==> config.mk <==
export PLATFORM = sky130hd
export DESIGN_NAME = hazard_controller
export DESIGN_NICKNAME = d
export VERILOG_FILES = /design/src/rtl/hazard_controller.sv
export SDC_FILE = /design/constraint.sdc
export NUM_CORES = 1
export LEC_CHECK = 0
export BUFFER_PORTS_ARGS = -buffer_cell sky130_fd_sc_hd__buf_4
export CELL_PAD_IN_SITES_DETAIL_PLACEMENT = 1
export CELL_PAD_IN_SITES_GLOBAL_PLACEMENT = 1
export CORE_MARGIN = 2
export CORE_UTILIZATION = 30
export CTS_CLUSTER_DIAMETER = 100
export CTS_CLUSTER_SIZE = 24
export DETAILED_ROUTE_END_ITERATION = 8
export GPL_ROUTABILITY_DRIVEN = 0
export PLACE_DENSITY_LB_ADDON = 0.1
export SETUP_SLACK_MARGIN = 0.1
export SYNTH_ARGS = -nofsm -noshare
export SYNTH_HDL_FRONTEND = slang
export SYNTH_SLANG_ARGS = --single-unit
==> constraint.sdc <==
create_clock -name clock -period 2.9 [get_ports clock]
set_input_delay 0 -clock clock [delete_from_list [all_inputs] [get_ports clock]]
set_output_delay 0 -clock clock [all_outputs]
set_load 0.02 [all_outputs]
==> src/rtl/hazard_controller.sv <==
`default_nettype none
// ============================================================================
// Module  : hazard_controller
// Brief   : Pipeline sequencing controller for the five-stage RISC-V core.
//           Resolves load-use stalls, taken-branch flushes and data-memory
//           waits, and counts cycles in which the PC was held.
// Revision: 1.0 - initial release
// ============================================================================
module hazard_controller #(
   parameter int LOAD_STALL_CYCLES = 1,
   parameter int FLUSH_CYCLES      = 1,
   parameter int CNT_W             = 16
) (
   input  logic             clock,
   input  logic             reset,
   input  logic [4:0]       id_rs1,
   input  logic [4:0]       id_rs2,
   input  logic             id_uses_rs1,
   input  logic             id_uses_rs2,
   input  logic             id_ex_memread,
   input  logic [4:0]       id_ex_rd,
   input  logic             ex_branch_taken,
   input  logic             dmem_req,
   input  logic             dmem_ready,
   input  logic             perf_clear,
   output logic             pc_write,
   output logic             if_id_write,
   output logic             id_ex_write,
   output logic             id_ex_bubble,
   output logic             if_id_flush,
   output logic             mem_stall,
   output logic [CNT_W-1:0] stall_cycles
);

   typedef enum logic [1:0] {
      ST_RUN        = 2'd0,
      ST_LOAD_STALL = 2'd1,
      ST_FLUSH      = 2'd2,
      ST_MEM_WAIT   = 2'd3
   } state_t;

   // Counter reload values: the cycle spent in RUN already counts as the first
   localparam logic [3:0] LOAD_CNT_INIT  = 4'(LOAD_STALL_CYCLES - 1);
   localparam logic [3:0] FLUSH_CNT_INIT = 4'(FLUSH_CYCLES - 1);
   localparam bit         LOAD_MULTI     = (LOAD_STALL_CYCLES > 1);
   localparam bit         FLUSH_MULTI    = (FLUSH_CYCLES > 1);

   state_t           state_q, state_d;
   logic [3:0]       cnt_q, cnt_d;
   logic [CNT_W-1:0] stall_cycles_q, stall_cycles_d;

   logic lu;
   logic mw;

   // x0 is hardwired to zero, so a load targeting it can never create a hazard
   assign lu = id_ex_memread & (id_ex_rd != 5'd0) &
               ((id_uses_rs1 & (id_rs1 == id_ex_rd)) |
                (id_uses_rs2 & (id_rs2 == id_ex_rd)));
   assign mw = dmem_req & ~dmem_ready;

   // Next-state and control outputs; memory wait outranks branch outranks load-use
   always_comb begin
      state_d      = state_q;
      cnt_d        = cnt_q;
      pc_write     = 1'b1;
      if_id_write  = 1'b1;
      id_ex_write  = 1'b1;
      id_ex_bubble = 1'b0;
      if_id_flush  = 1'b0;
      mem_stall    = 1'b0;

      if (state_q == ST_MEM_WAIT) begin
         // Whole pipe frozen; EX cannot resolve a branch, so it is ignored here
         pc_write    = 1'b0;
         if_id_write = 1'b0;
         id_ex_write = 1'b0;
         mem_stall   = 1'b1;
         cnt_d       = 4'd0;
         if (dmem_ready) begin
            state_d = ST_RUN;
         end
      end else if (mw) begin
         // Pending stall/flush counts are dropped; RUN re-evaluates the held inputs
         pc_write    = 1'b0;
         if_id_write = 1'b0;
         id_ex_write = 1'b0;
         mem_stall   = 1'b1;
         state_d     = ST_MEM_WAIT;
         cnt_d       = 4'd0;
      end else if (ex_branch_taken) begin
         if_id_flush  = 1'b1;
         id_ex_bubble = 1'b1;
         if (FLUSH_MULTI) begin
            state_d = ST_FLUSH;
            cnt_d   = FLUSH_CNT_INIT;
         end else begin
            state_d = ST_RUN;
            cnt_d   = 4'd0;
         end
      end else if (state_q == ST_FLUSH) begin
         if_id_flush  = 1'b1;
         id_ex_bubble = 1'b1;
         if (cnt_q <= 4'd1) begin
            state_d = ST_RUN;
            cnt_d   = 4'd0;
         end else begin
            cnt_d = cnt_q - 4'd1;
         end
      end else if (state_q == ST_LOAD_STALL) begin
         pc_write     = 1'b0;
         if_id_write  = 1'b0;
         id_ex_bubble = 1'b1;
         if (cnt_q <= 4'd1) begin
            state_d = ST_RUN;
            cnt_d   = 4'd0;
         end else begin
            cnt_d = cnt_q - 4'd1;
         end
      end else if (lu) begin
         pc_write     = 1'b0;
         if_id_write  = 1'b0;
         id_ex_bubble = 1'b1;
         if (LOAD_MULTI) begin
            state_d = ST_LOAD_STALL;
            cnt_d   = LOAD_CNT_INIT;
         end
      end

      // Reset forces the safe pattern immediately, independent of the clock
      if (!reset) begin
         pc_write     = 1'b0;
         if_id_write  = 1'b0;
         id_ex_write  = 1'b0;
         id_ex_bubble = 1'b1;
         if_id_flush  = 1'b1;
         mem_stall    = 1'b0;
      end
   end

   // Stall-cycle counter: clear wins over a saturating increment
   always_comb begin
      stall_cycles_d = stall_cycles_q;
      if (perf_clear) begin
         stall_cycles_d = '0;
      end else if (!pc_write && (stall_cycles_q != {CNT_W{1'b1}})) begin
         stall_cycles_d = stall_cycles_q + CNT_W'(1);
      end
   end

   // State, countdown and performance counter registers
   always_ff @(posedge clock or negedge reset) begin
      if (!reset) begin
         state_q        <= ST_RUN;
         cnt_q          <= 4'd0;
         stall_cycles_q <= '0;
      end else begin
         state_q        <= state_d;
         cnt_q          <= cnt_d;
         stall_cycles_q <= stall_cycles_d;
      end
   end

   assign stall_cycles = stall_cycles_q;

endmodule
`default_nettype wire
Word level (Yosys, flattened, before mapping) --
Cells that the tools add are included.
Storage, ports and cells: bits in writable memories 0, bits in registers 22, bits in latches 0, memories 0, word-level logic and storage cells 66, bits of input ports 24, output and inout port bits 22, ROM bits 0
Cells by class: divide/modulo/power cells 0, $add $sub $neg 2, multiplexer cells 40, shift-type cells 0, eq/ne operators 7, reduce and logical (&&, ||, !) cells 6, multipliers 0, $lt $le $gt $ge 1, bitwise logic cells 7
Operators by type and width (count):
- $mux W16 | 2
- $mux W1 | 25
- $mux W4 | 6
- $add A16 B1 Y16 const B | 1
- $ne A16 B16 Y1 const B | 1
- $mux W2 | 7
- $eq A5 B5 Y1 | 2
- $reduce_bool A5 Y1 | 2
- $and A1 B1 Y1 | 5
- $eq A2 B2 Y1 const B | 2
- $le A4 B1 Y1 const B | 1
- $sub A4 B1 Y4 const B | 1
- $eq A2 B1 Y1 const B | 1
- $ne A2 B2 Y1 const B | 1
- $reduce_and A2 Y1 | 1
- $reduce_bool A2 Y1 | 1
- $logic_and A1 B1 Y1 | 1
- $logic_not A1 Y1 | 1
- $not A1 Y1 | 1
- $or A1 B1 Y1 | 1

Logic depth before layout (Yosys ltp) --
Gate-level depths: netlist of the first run.
depth after elaboration 15, depth in mapped cells 8, gate-level depth less buffers 7

Least setup slack after synthesis of the first run --
No wires, ideal clock.
path kind reg2reg, start point register stall_cycles_q[0], in the netlist stall_cycles[0], end point register stall_cycles_q[8], in the netlist stall_cycles[8], slack 0.766 ns, data arrival time 2.009 ns, required time 2.775 ns, period minus slack after synthesis 2.134 ns, path buffers 1, cell stages (with the launch flop) 9, setup time 0.125 ns, cells stage by stage dfrtp_1 -> ha_1 -> and2_1 -> and3_1 -> clkbuf_1 -> nand4_4 -> and2_4 -> and3_4 -> mux2_4
Between the ends: word-level cells in the longest chain between the ends 3, elaborated cells on any way between the ends 6, those cells by class add/sub (1); eq/ne (1); mux (2); reduce/logical (2)
RTL lines:
- start, declared | RTL line 50 | logic [CNT_W-1:0] stall_cycles_q, stall_cycles_d;
- start signal, assigned | RTL line 159 | stall_cycles_q <= stall_cycles_d;
- $add A16 B1 Y16 or $ne A16 B16 Y1 (tied branches) | RTL line 146, 145
- $mux W16 or $logic_and A1 B1 Y1 (tied branches) | RTL line 145 | end else if (!pc_write && (stall_cycles_q != {CNT_W{1'b1}})) begin
- $mux W16 or $reduce_bool A2 Y1 (tied branches)
Parallel ways exist; a longest one is shown, timed or not. The select of a mux whose other input is x is not followed. A chain may end at the register's enable or synchronous reset.

Worst setup path in the final report of the first run --
start point register stall_cycles_q[0], in the netlist stall_cycles[0], end point register stall_cycles_q[14], in the netlist stall_cycles[14]
The elaborated chain is that of the path after synthesis.

==> implementation parameters, run 1 <==
Parameter                              Value

Worst setup path
  Reg2reg path depth    7
  Setup slack on the worst flop-to-flop path    0.83 ns
  Worst setup path start    stall_cycles[0]$_DFFE_PN0P_
  Category of the most critical setup path    reg2reg
  Terminus of the critical flop-to-flop path    stall_cycles[14]$_DFFE_PN0P_
  Source of the worst register-to-register timing path    stall_cycles[0]$_DFFE_PN0P_
  Top fanout value on the critical path    10
  Worst Path Arrival    2.30 ns
  Type of element launching the critical path    flop
  CP Capture Type    flop
  Data required time at the worst endpoint    3.13 ns

Power
  Power Total    0.000494 W
  VDD IR-drop max    141 uV
  Cell Pwr Density    323 mW/mm2
  Leakage    0.737 nW

Route
  DRT antenna net count    0
  Detailed-router iteration count before antenna repair    2
  Drt total wl    2.82 mm
  Average via count per standard cell    4.96
  Routed wire per std cell    13.2 um
  DRC violations left    0
  Overall via count from detail_route    1061
  Starting DRT DRC Count    22

Die
  Initial standard-cell utilization of the core    32.1%
  Row count    21
  Chip Height    64.4 um
  Boundary Pins    46
  Die W    64.4 um
  Die outline area    0.00415 mm2
  Placeable Area    0.00342 mm2

Place
  IO Port Bufs    45
  Placed wire-length estimate    2.24 mm

Run status
  Result of the run    complete, no violations

Logic synthesis
  Area of the mapped netlist    0.00109 mm2
  Number of warnings issued by yosys    0
  Avg Inst Size Synth    9.05 um2
  Primary FF master, synth    sky130_fd_sc_hd__dfrtp_1
  Yosys cell types    33
  Post-synthesis async set-or-reset flop share    100%
  Post-Synthesis Cells    121
  Mapped Nets    146
  Synthesis-stage register bit count    17
  Post-synth EDFFs    0
  Seq/Total Area, Yosys    38.9%

GRT
  Residual overflow from global routing    0
  Global-route total usage across every layer    14.6%
  Vias in the first global route    1067
  Initial antenna violation count    0
  Wire length of the first global-routing pass    4.84 mm
  Pin count of the biggest net entering global routing    22

Clock network
  Clock H-tree levels    1
  Post-CTS Setup Bufs    0
  Root Buffer    sky130_fd_sc_hd__clkbuf_4
  Clock tree from TritonCTS    built
  Cts bufs inserted    3
  Clock edge transition at the registers on the reported setup and hold paths    0.11 ns
  Count of clock tree sinks    17
  Clk Latency, worst-skew pair    0.29 ns
  Buffer depth of the longest clock path    2

STA
  Sum of negative setup slack    0 ns
  Min Clock Period, post-route    2.07 ns
  Highest Clock Rate    482 MHz
  Part of the cycle the worst path needs    71.5%
  RSZ-0062 raised after global routing    false
  Final-report max-slew violation count    0
  Number of hold violations in the final report    0
  Final setup violation count    0
  Slew headroom    77.5%
  Worst Skew    0.0107 ns
  Transition time of the tightest slew-check pin    0.337 ns

Run
  MaxCap Viol Count    0

Cells and area
  Number of fill cells in the layout    412
  Area Growth Syn to Fin    39.5%
  Number of diodes    0
  Combined area of the multi-input logic cells    632 um2
  Most frequent standard cell in the layout excluding fill and tap cells    sky130_fd_sc_hd__buf_4
  Layout cells sized above 1    33.9%
  Storage cell area    425 um2
  Most frequent cells in the layout    sky130_fd_sc_hd__buf_4, sky130_fd_sc_hd__dfrtp_1, sky130_fd_sc_hd__nor2_1
  Net count, final    194

Min path
  Type of the tightest min-delay check    in2async
-- per-stage QoR --
step                      hold slack (ns)  util [%]  worst slack (ns)  cells  area [um2]
after floorplan                    -0.296         -             0.766    121        1090
after global placement             -0.103      42.7             0.887    206        1460
after detailed placement           -0.105      42.7             0.838    206        1460
after CTS                          0.0940      44.7             0.823    214        1530
after global routing                0.110      44.7             0.686    214        1530
final                               0.117      44.7             0.827    214        1530
-- synthesized netlist by cell type (2+ instances only) --
cell type | number | area share [%]
sky130_fd_sc_hd__nand4_1 | 7 | 4.0
sky130_fd_sc_hd__a21oi_1 | 7 | 3.2
sky130_fd_sc_hd__dfrtp_1 | 17 | 39
sky130_fd_sc_hd__clkbuf_1 | 3 | 1.0
sky130_fd_sc_hd__o21ai_0 | 4 | 1.8
sky130_fd_sc_hd__nand3_1 | 8 | 3.7
sky130_fd_sc_hd__buf_4 | 2 | 1.4
sky130_fd_sc_hd__and3_1 | 7 | 4.0
sky130_fd_sc_hd__nand2_1 | 7 | 2.4
sky130_fd_sc_hd__nor2_1 | 13 | 4.5
sky130_fd_sc_hd__xnor2_1 | 11 | 8.8
sky130_fd_sc_hd__and2_1 | 3 | 1.7
sky130_fd_sc_hd__inv_1 | 2 | 0.69
sky130_fd_sc_hd__or3_1 | 4 | 2.3
sky130_fd_sc_hd__xor2_1 | 7 | 5.6
sky130_fd_sc_hd__nor2b_1 | 2 | 1.1
-- sequential cells by signal (all words and copies together) (netlist names) --
signal,count
stall_cycles,16
state_q,1
-- what timing repair did --
action,CTS,global route
hold endpoints to repair,28,0
hold buffers,4,0
resized for setup,0,0
-- kinds of logic after synthesis --
kind of cell	after synthesis	synth area share [%]
mux	2	2.29
buf+inv	8	3.43
simple gates	59	31.1
flops	17	38.9
compound gates	16	8.80
xor+xnor	18	14.4
fa+ha+maj	1	1.14
-- cell type report --
cell class,count,share of cell area [%]
multi-input cells,96,41.4
flip-flops and latches,17,27.8
repair buffers,49,24.7
well taps,46,3.77
clock buffers,3,1.47
inverters,2,0.491
clock inverters,1,0.328
-- power breakdown --
group          internal (W)  switching (W)  leakage, nW  total (W)
clock network     0.0000513      0.0000762       0.0177   0.000127
logic             0.0000599      0.0000581        0.485   0.000118
registers          0.000243     0.00000545        0.234   0.000248
total              0.000354       0.000140        0.737   0.000494
-- worst max path at each step --
stage,endpoint,slack [ns],depth (start not counted)
after detailed placement,stall_cycles[14]$_DFFE_PN0P_,0.84,7
after global placement,stall_cycles[8]$_DFFE_PN0P_,0.89,7
after global routing,stall_cycles[14]$_DFFE_PN0P_,0.69,7
after floorplan,stall_cycles[8]$_DFFE_PN0P_,0.77,8
final,stall_cycles[14]$_DFFE_PN0P_,0.83,7
after CTS,stall_cycles[14]$_DFFE_PN0P_,0.82,7
-- layer usage --
metal	track usage (%)	wire (um)
met5	0	0
met4	2.39	10
met3	4.34	168
met2	25.1	1440
met1	18.3	1200
-- critical path, stage by stage, from the launching register on --
cell and delay, ns:
sky130_fd_sc_hd__dfrtp_1 0.42, sky130_fd_sc_hd__ha_1 0.22, sky130_fd_sc_hd__and2_1 0.18, sky130_fd_sc_hd__and3_1 0.26, sky130_fd_sc_hd__nand4_4 0.19, sky130_fd_sc_hd__nand2_2 0.14, sky130_fd_sc_hd__or4_1 0.44, sky130_fd_sc_hd__a21oi_1 0.16
(Power assumes the default switching activity.)
==> inputs of run 2 (changes only) <==
Clock period 2.9 ns to 2.1 ns, I/O delays scaled along.
==> run 2 against run 1 <==
- fmax rose by 8.3%
- first-iteration DRC count rose by 86%
- cell count rose by 1.4%
- critical path depth did not move
- non-clock buffer count rose by 3
- clock power rose by 45%
- worst setup slack got worse by 0.64 ns
- hold slack got worse by 0.0033 ns
- via count barely moved
- clock skew fell by 0.0048 ns
==> implementation parameters, run 2 (same netlist as run 1, synthesis figures left out) <==
Parameter                              Value

Worst setup path
  CP dominant cell by count    sky130_fd_sc_hd__and3_4
  Type of element launching the critical path    flop
  Standard cell with the maximum stage delay on the critical path    sky130_fd_sc_hd__dfrtp_2
  CP Capture Type    flop
  Slowest cell delay on critical path    0.41 ns
  Count of buffering cells on the critical path with inverters included    0
  Data required time at the worst endpoint    2.30 ns
  CP top delay family    simple AND/OR/NAND/NOR gates
  Worst Path Arrival    2.11 ns
  Top fanout value on the critical path    5
  Sequence of cells on the critical path    ha_2 > and2_1 > and3_4 > nand4_4 > and2_4 > and3_4 > mux2_4
  Category of the most critical setup path    reg2reg

STA
  Setup ws final    0.186 ns
  Slew headroom    80.4%
  Sum of negative setup slack    0 ns
  Transition time of the tightest slew-check pin    0.294 ns
  Final-report max-slew violation count    0
  Worst Skew    0.00586 ns
  Worst hold slack    0.113 ns
  Final setup violation count    0
  Highest Clock Rate    522 MHz
  Part of the cycle the worst path needs    91.1%
  RSZ-0062 raised after global routing    false
  Min Clock Period, post-route    1.91 ns
  Number of hold violations in the final report    0

Clock network
  Clock tree from TritonCTS    built
  Clock H-tree levels    1
  Clk Latency, worst-skew pair    0.30 ns
  Cts bufs inserted    3
  Post-CTS Setup Bufs    0
  Clock edge transition at the registers on the reported setup and hold paths    0.11 ns
  Root Buffer    sky130_fd_sc_hd__clkbuf_4
  Buffer depth of the longest clock path    2
  Count of clock tree sinks    17

Die
  Boundary Pins    46
  Placeable Area    0.00342 mm2
  Initial standard-cell utilization of the core    32.1%
  Row count    21
  Die outline area    0.00415 mm2
  Die W    64.4 um
  Chip Height    64.4 um

Route
  DR top layer    met4
  Detailed-router iteration count before antenna repair    4
  Drt total wl    2.95 mm
  Routed length on met2    1.56 mm
  Met3 Wirelength    138 um
  DRC violations left    0
  Starting DRT DRC Count    41
  DRT antenna net count    0
  Overall via count from detail_route    1060
  Routed wire per std cell    13.6 um
  Metal-1 WL    1.23 mm
  Average via count per standard cell    4.88

Place
  IO Port Bufs    45
  Placed wire-length estimate    2.32 mm
  Placed Cells incl. Taps    209
  Setup slack after placement    0.125 ns

Cells and area
  Most frequent cells in the layout    sky130_fd_sc_hd__buf_4, sky130_fd_sc_hd__dfrtp_1, sky130_fd_sc_hd__nor2_1
  Flip-flop count of the largest register after layout    16
  Number of diodes    0
  Non-filler instance count after layout    217
  Number of fill cells in the layout    410
  Most frequent standard cell in the layout excluding fill and tap cells    sky130_fd_sc_hd__buf_4
  Layout cells sized above 1    37.4%
  Area Growth Syn to Fin    43.0%
  Net count, final    197

GRT
  Vias in the first global route    1131
  Wire length of the first global-routing pass    5.22 mm
  Global-route total usage across every layer    15.8%
  Pin count of the biggest net entering global routing    22
  Initial antenna violation count    0
  Residual overflow from global routing    0

Power
  VDD IR-drop max    265 uV
  Power Total    0.000698 W
  Leakage    0.745 nW
  Cell Pwr Density    446 mW/mm2

Run
  MaxCap Viol Count    0

Min path
  Type of the tightest min-delay check    in2async

Run status
  Result of the run    complete, no violations
==> run 2: final timing paths <==
check                                             from  slack [ns]                          end  depth (start not counted)
min                                              reset        0.11       state_q[0]$_DFFE_PN0P_                          2
min in group clock                     ex_branch_taken        0.33                  if_id_flush                          4
min reg2reg                stall_cycles[5]$_DFFE_PN0P_        0.58  stall_cycles[5]$_DFFE_PN0P_                          2
max                        stall_cycles[0]$_DFFE_PN0P_        0.19  stall_cycles[8]$_DFFE_PN0P_                          7
max reg2reg                stall_cycles[0]$_DFFE_PN0P_        0.19  stall_cycles[8]$_DFFE_PN0P_                          7
max in group asynchronous                        reset        1.75  stall_cycles[1]$_DFFE_PN0P_                          2
==> run 2: metrics by stage <==
step / cell area, um2 / utilization (%)
2_1_floorplan: 1110 / -
3_3_place_gp: 1490 / 43.6
3_5_place_dp: 1490 / 43.6
4_1_cts: 1560 / 45.5
5_1_grt: 1570 / 45.8
6_report: 1570 / 45.8
==> run 2: power breakdown <==
part | switching (W) | total, W | internal [W]
registers | 0.00000867 | 0.000345 | 0.000336
logic | 0.0000832 | 0.000169 | 0.0000861
clock network | 0.000113 | 0.000184 | 0.0000710
==> run 2: layout make-up <==
type | instances | area [um2] | share of cell area, %
Clock buffer | 3 | 22.5 | 1.44
Clock inverter | 1 | 5.00 | 0.320
Inverter | 2 | 7.51 | 0.480
Multi-Input combinational cell | 96 | 644 | 41.2
Sequential cell | 17 | 428 | 27.3
Tap cell | 46 | 57.6 | 3.68
Timing Repair Buffer | 52 | 400 | 25.6
==> run 2: what timing repair did <==
item	CTS	global route
hold buffers	4	0
setup endpoints to repair	0	7
gates resized for setup	0	3
hold endpoints to repair	29	0
==> run 2: routing by layer <==
layer	up-vias	track usage, %
met5	-	0
met4	0	2.39
met3	2	3.82
met2	25	29.2
met1	507	18.9
li1	526	-
==> inputs of run 3 (changes only) <==
==> constraint.sdc (replaced) <==
create_clock -name clock -period 2.1 [get_ports clock]
set_input_delay 0.21 -clock clock [delete_from_list [all_inputs] [get_ports clock]]
set_output_delay 0.21 -clock clock [all_outputs]
set_load 0.02 [all_outputs]
==> run 3 against run 2 <==
- utilization grew 0.073 points
- clock skew shrank 0.0032 ns
- final area grew 0.16%
- global-route usage shrank 0.76 points
- clock power shrank 4%
- sequential share of layout area is essentially flat
==> implementation parameters, run 3 (same netlist as run 1, synthesis figures left out) <==
Parameter                              Value

Cells and area
  Most frequent standard cell in the layout excluding fill and tap cells    sky130_fd_sc_hd__buf_4
  Layout cells sized above 1    39.8%
  Storage cell area    428 um2
  Flip-flop count of the largest register after layout    16
  Number of fill cells in the layout    430
  Area Growth Syn to Fin    43.2%
  Combined area of the multi-input logic cells    652 um2
  Net count, final    197
  Most frequent cells in the layout    sky130_fd_sc_hd__buf_4, sky130_fd_sc_hd__dfrtp_1, sky130_fd_sc_hd__nor2_1
  Design Area, Final    0.00157 mm2
  Number of diodes    0

Worst setup path
  Worst setup path start    stall_cycles[9]$_DFFE_PN0P_
  Category of the most critical setup path    reg2reg
  CP Capture Type    flop
  Source of the worst register-to-register timing path    stall_cycles[9]$_DFFE_PN0P_
  Setup slack on the worst flop-to-flop path    0.18 ns
  Data required time at the worst endpoint    2.28 ns
  Worst Path Arrival    2.11 ns
  Reg2reg path depth    6
  Type of element launching the critical path    flop
  Termination of the worst setup path    stall_cycles[8]$_DFFE_PN0P_
  Terminus of the critical flop-to-flop path    stall_cycles[8]$_DFFE_PN0P_
  Top fanout value on the critical path    5

Die
  Die W    64.4 um
  Die outline area    0.00415 mm2
  Boundary Pins    46
  Chip Height    64.4 um
  Row count    21
  Initial standard-cell utilization of the core    32.1%
  Placeable Area    0.00342 mm2

Clock network
  Clock edge transition at the registers on the reported setup and hold paths    0.10 ns
  Clk Latency, worst-skew pair    0.29 ns
  Buffer depth of the longest clock path    2
  Clock tree from TritonCTS    built
  Clock H-tree levels    1
  Root Buffer    sky130_fd_sc_hd__clkbuf_4
  Cts bufs inserted    3
  Count of clock tree sinks    17

STA
  Transition time of the tightest slew-check pin    0.822 ns
  Slew headroom    45.0%
  Final setup violation count    0
  Number of hold violations in the final report    0
  RSZ-0062 raised after global routing    false
  Highest Clock Rate    520 MHz
  Part of the cycle the worst path needs    91.5%
  Sum of negative setup slack    0 ns
  Min Clock Period, post-route    1.92 ns
  Worst Skew    0.00264 ns
  Final-report max-slew violation count    0

Route
  DRT antenna net count    0
  DRC violations left    0
  Starting DRT DRC Count    25
  Routed wire per std cell    13.7 um
  Drt total wl    2.98 mm
  Overall via count from detail_route    1067
  Average via count per standard cell    4.92
  Detailed-router iteration count before antenna repair    4

GRT
  Residual overflow from global routing    0
  Vias in the first global route    1033
  Initial antenna violation count    0
  Global-route total usage across every layer    15.1%
  Wire length of the first global-routing pass    4.88 mm
  Pin count of the biggest net entering global routing    18

Min path
  Hold wc startpoint    dmem_ready
  Type of the tightest min-delay check    in2reg

Power
  Leakage    0.745 nW
  Cell Pwr Density    444 mW/mm2
  VDD IR-drop max    252 uV

Place
  IO Port Bufs    45
  Placed wire-length estimate    2.34 mm
  Placement-stage cell area    0.00150 mm2

Run
  MaxCap Viol Count    0

Run status
  Result of the run    complete, no violations
==> run 3: changes by cell type in the layout (fill, tap and decap cells not counted), sizes merged <==
| cell | change |
|---|---|
| clkinv | -1 |
| clkbuf | +1 |
| buf | +3 |
| dlygate4sd3 | -3 |
==> run 3: layout make-up <==
class / instances / share of cell area (%)
well taps: 46 / 3.67
repair buffers: 52 / 25.3
clock buffers: 4 / 1.68
flip-flops and latches: 17 / 27.3
multi-input cells: 96 / 41.6
inverters: 2 / 0.479
==> run 3: critical path, stage by stage, from the launching register on <==
cell,delay (ns)
sky130_fd_sc_hd__dfrtp_1,0.44
sky130_fd_sc_hd__and3_1,0.25
sky130_fd_sc_hd__and4_1,0.29
sky130_fd_sc_hd__nand4_4,0.17
sky130_fd_sc_hd__and2_4,0.21
sky130_fd_sc_hd__and3_4,0.17
sky130_fd_sc_hd__mux2_4,0.28
==> run 3: per-layer routing <==
metal	global-route usage, %	up-vias	share of wire, %
met5	0	-	0
met4	5.59	0	1.5
met3	2.43	4	3.8
met2	26.3	27	51
met1	18.7	509	43
li1	-	527	-
==> run 3: worst min path at each step <==
stage	endpoint	slack, ns	depth (start not counted)
global route	state_q[0]$_DFFE_PN0P_	0.04	2
finish	state_q[0]$_DFFE_PN0P_	0.06	2
detailed placement	state_q[0]$_DFFE_PN0P_	0.11	1
global placement	state_q[0]$_DFFE_PN0P_	0.10	1
CTS	state_q[0]$_DFFE_PN0P_	0.05	2
floorplan	stall_cycles[0]$_DFFE_PN0P_	-0.09	0
==> run 3: power breakdown <==
| group | switching (W) | internal, W | total [W] | leakage [nW] |
|---|---|---|---|---|
| clock network | 0.000104 | 0.0000738 | 0.000177 | 0.0150 |
| logic | 0.0000874 | 0.0000904 | 0.000178 | 0.499 |
| registers | 0.00000556 | 0.000336 | 0.000342 | 0.231 |
| total | 0.000197 | 0.000500 | 0.000697 | 0.745 |
==> run 3: what timing repair did <==
item / CTS / global route
hold endpoints to repair: 17 / 0
setup endpoints to repair: 2 / 4
buffers inserted: 2 / 0
hold buffers: 1 / 0
resized for setup: 1 / 5
pin swaps: 0 / 0
==> run 3: metrics by stage <==
step | hold slack [ns] | utilization [%] | cells | setup WS [ns] | power (W)
global placement | 0.104 | 43.8 | 210 | 0.154 | 0.000514
detailed placement | 0.109 | 43.8 | 210 | 0.117 | 0.000517
CTS | 0.0533 | 45.3 | 217 | 0.125 | 0.000709
global route | 0.0394 | 45.9 | 217 | 0.101 | 0.000743
finish | 0.0641 | 45.9 | 217 | 0.178 | 0.000697
floorplan | -0.0856 | - | 121 | 0.104 | 0.000431
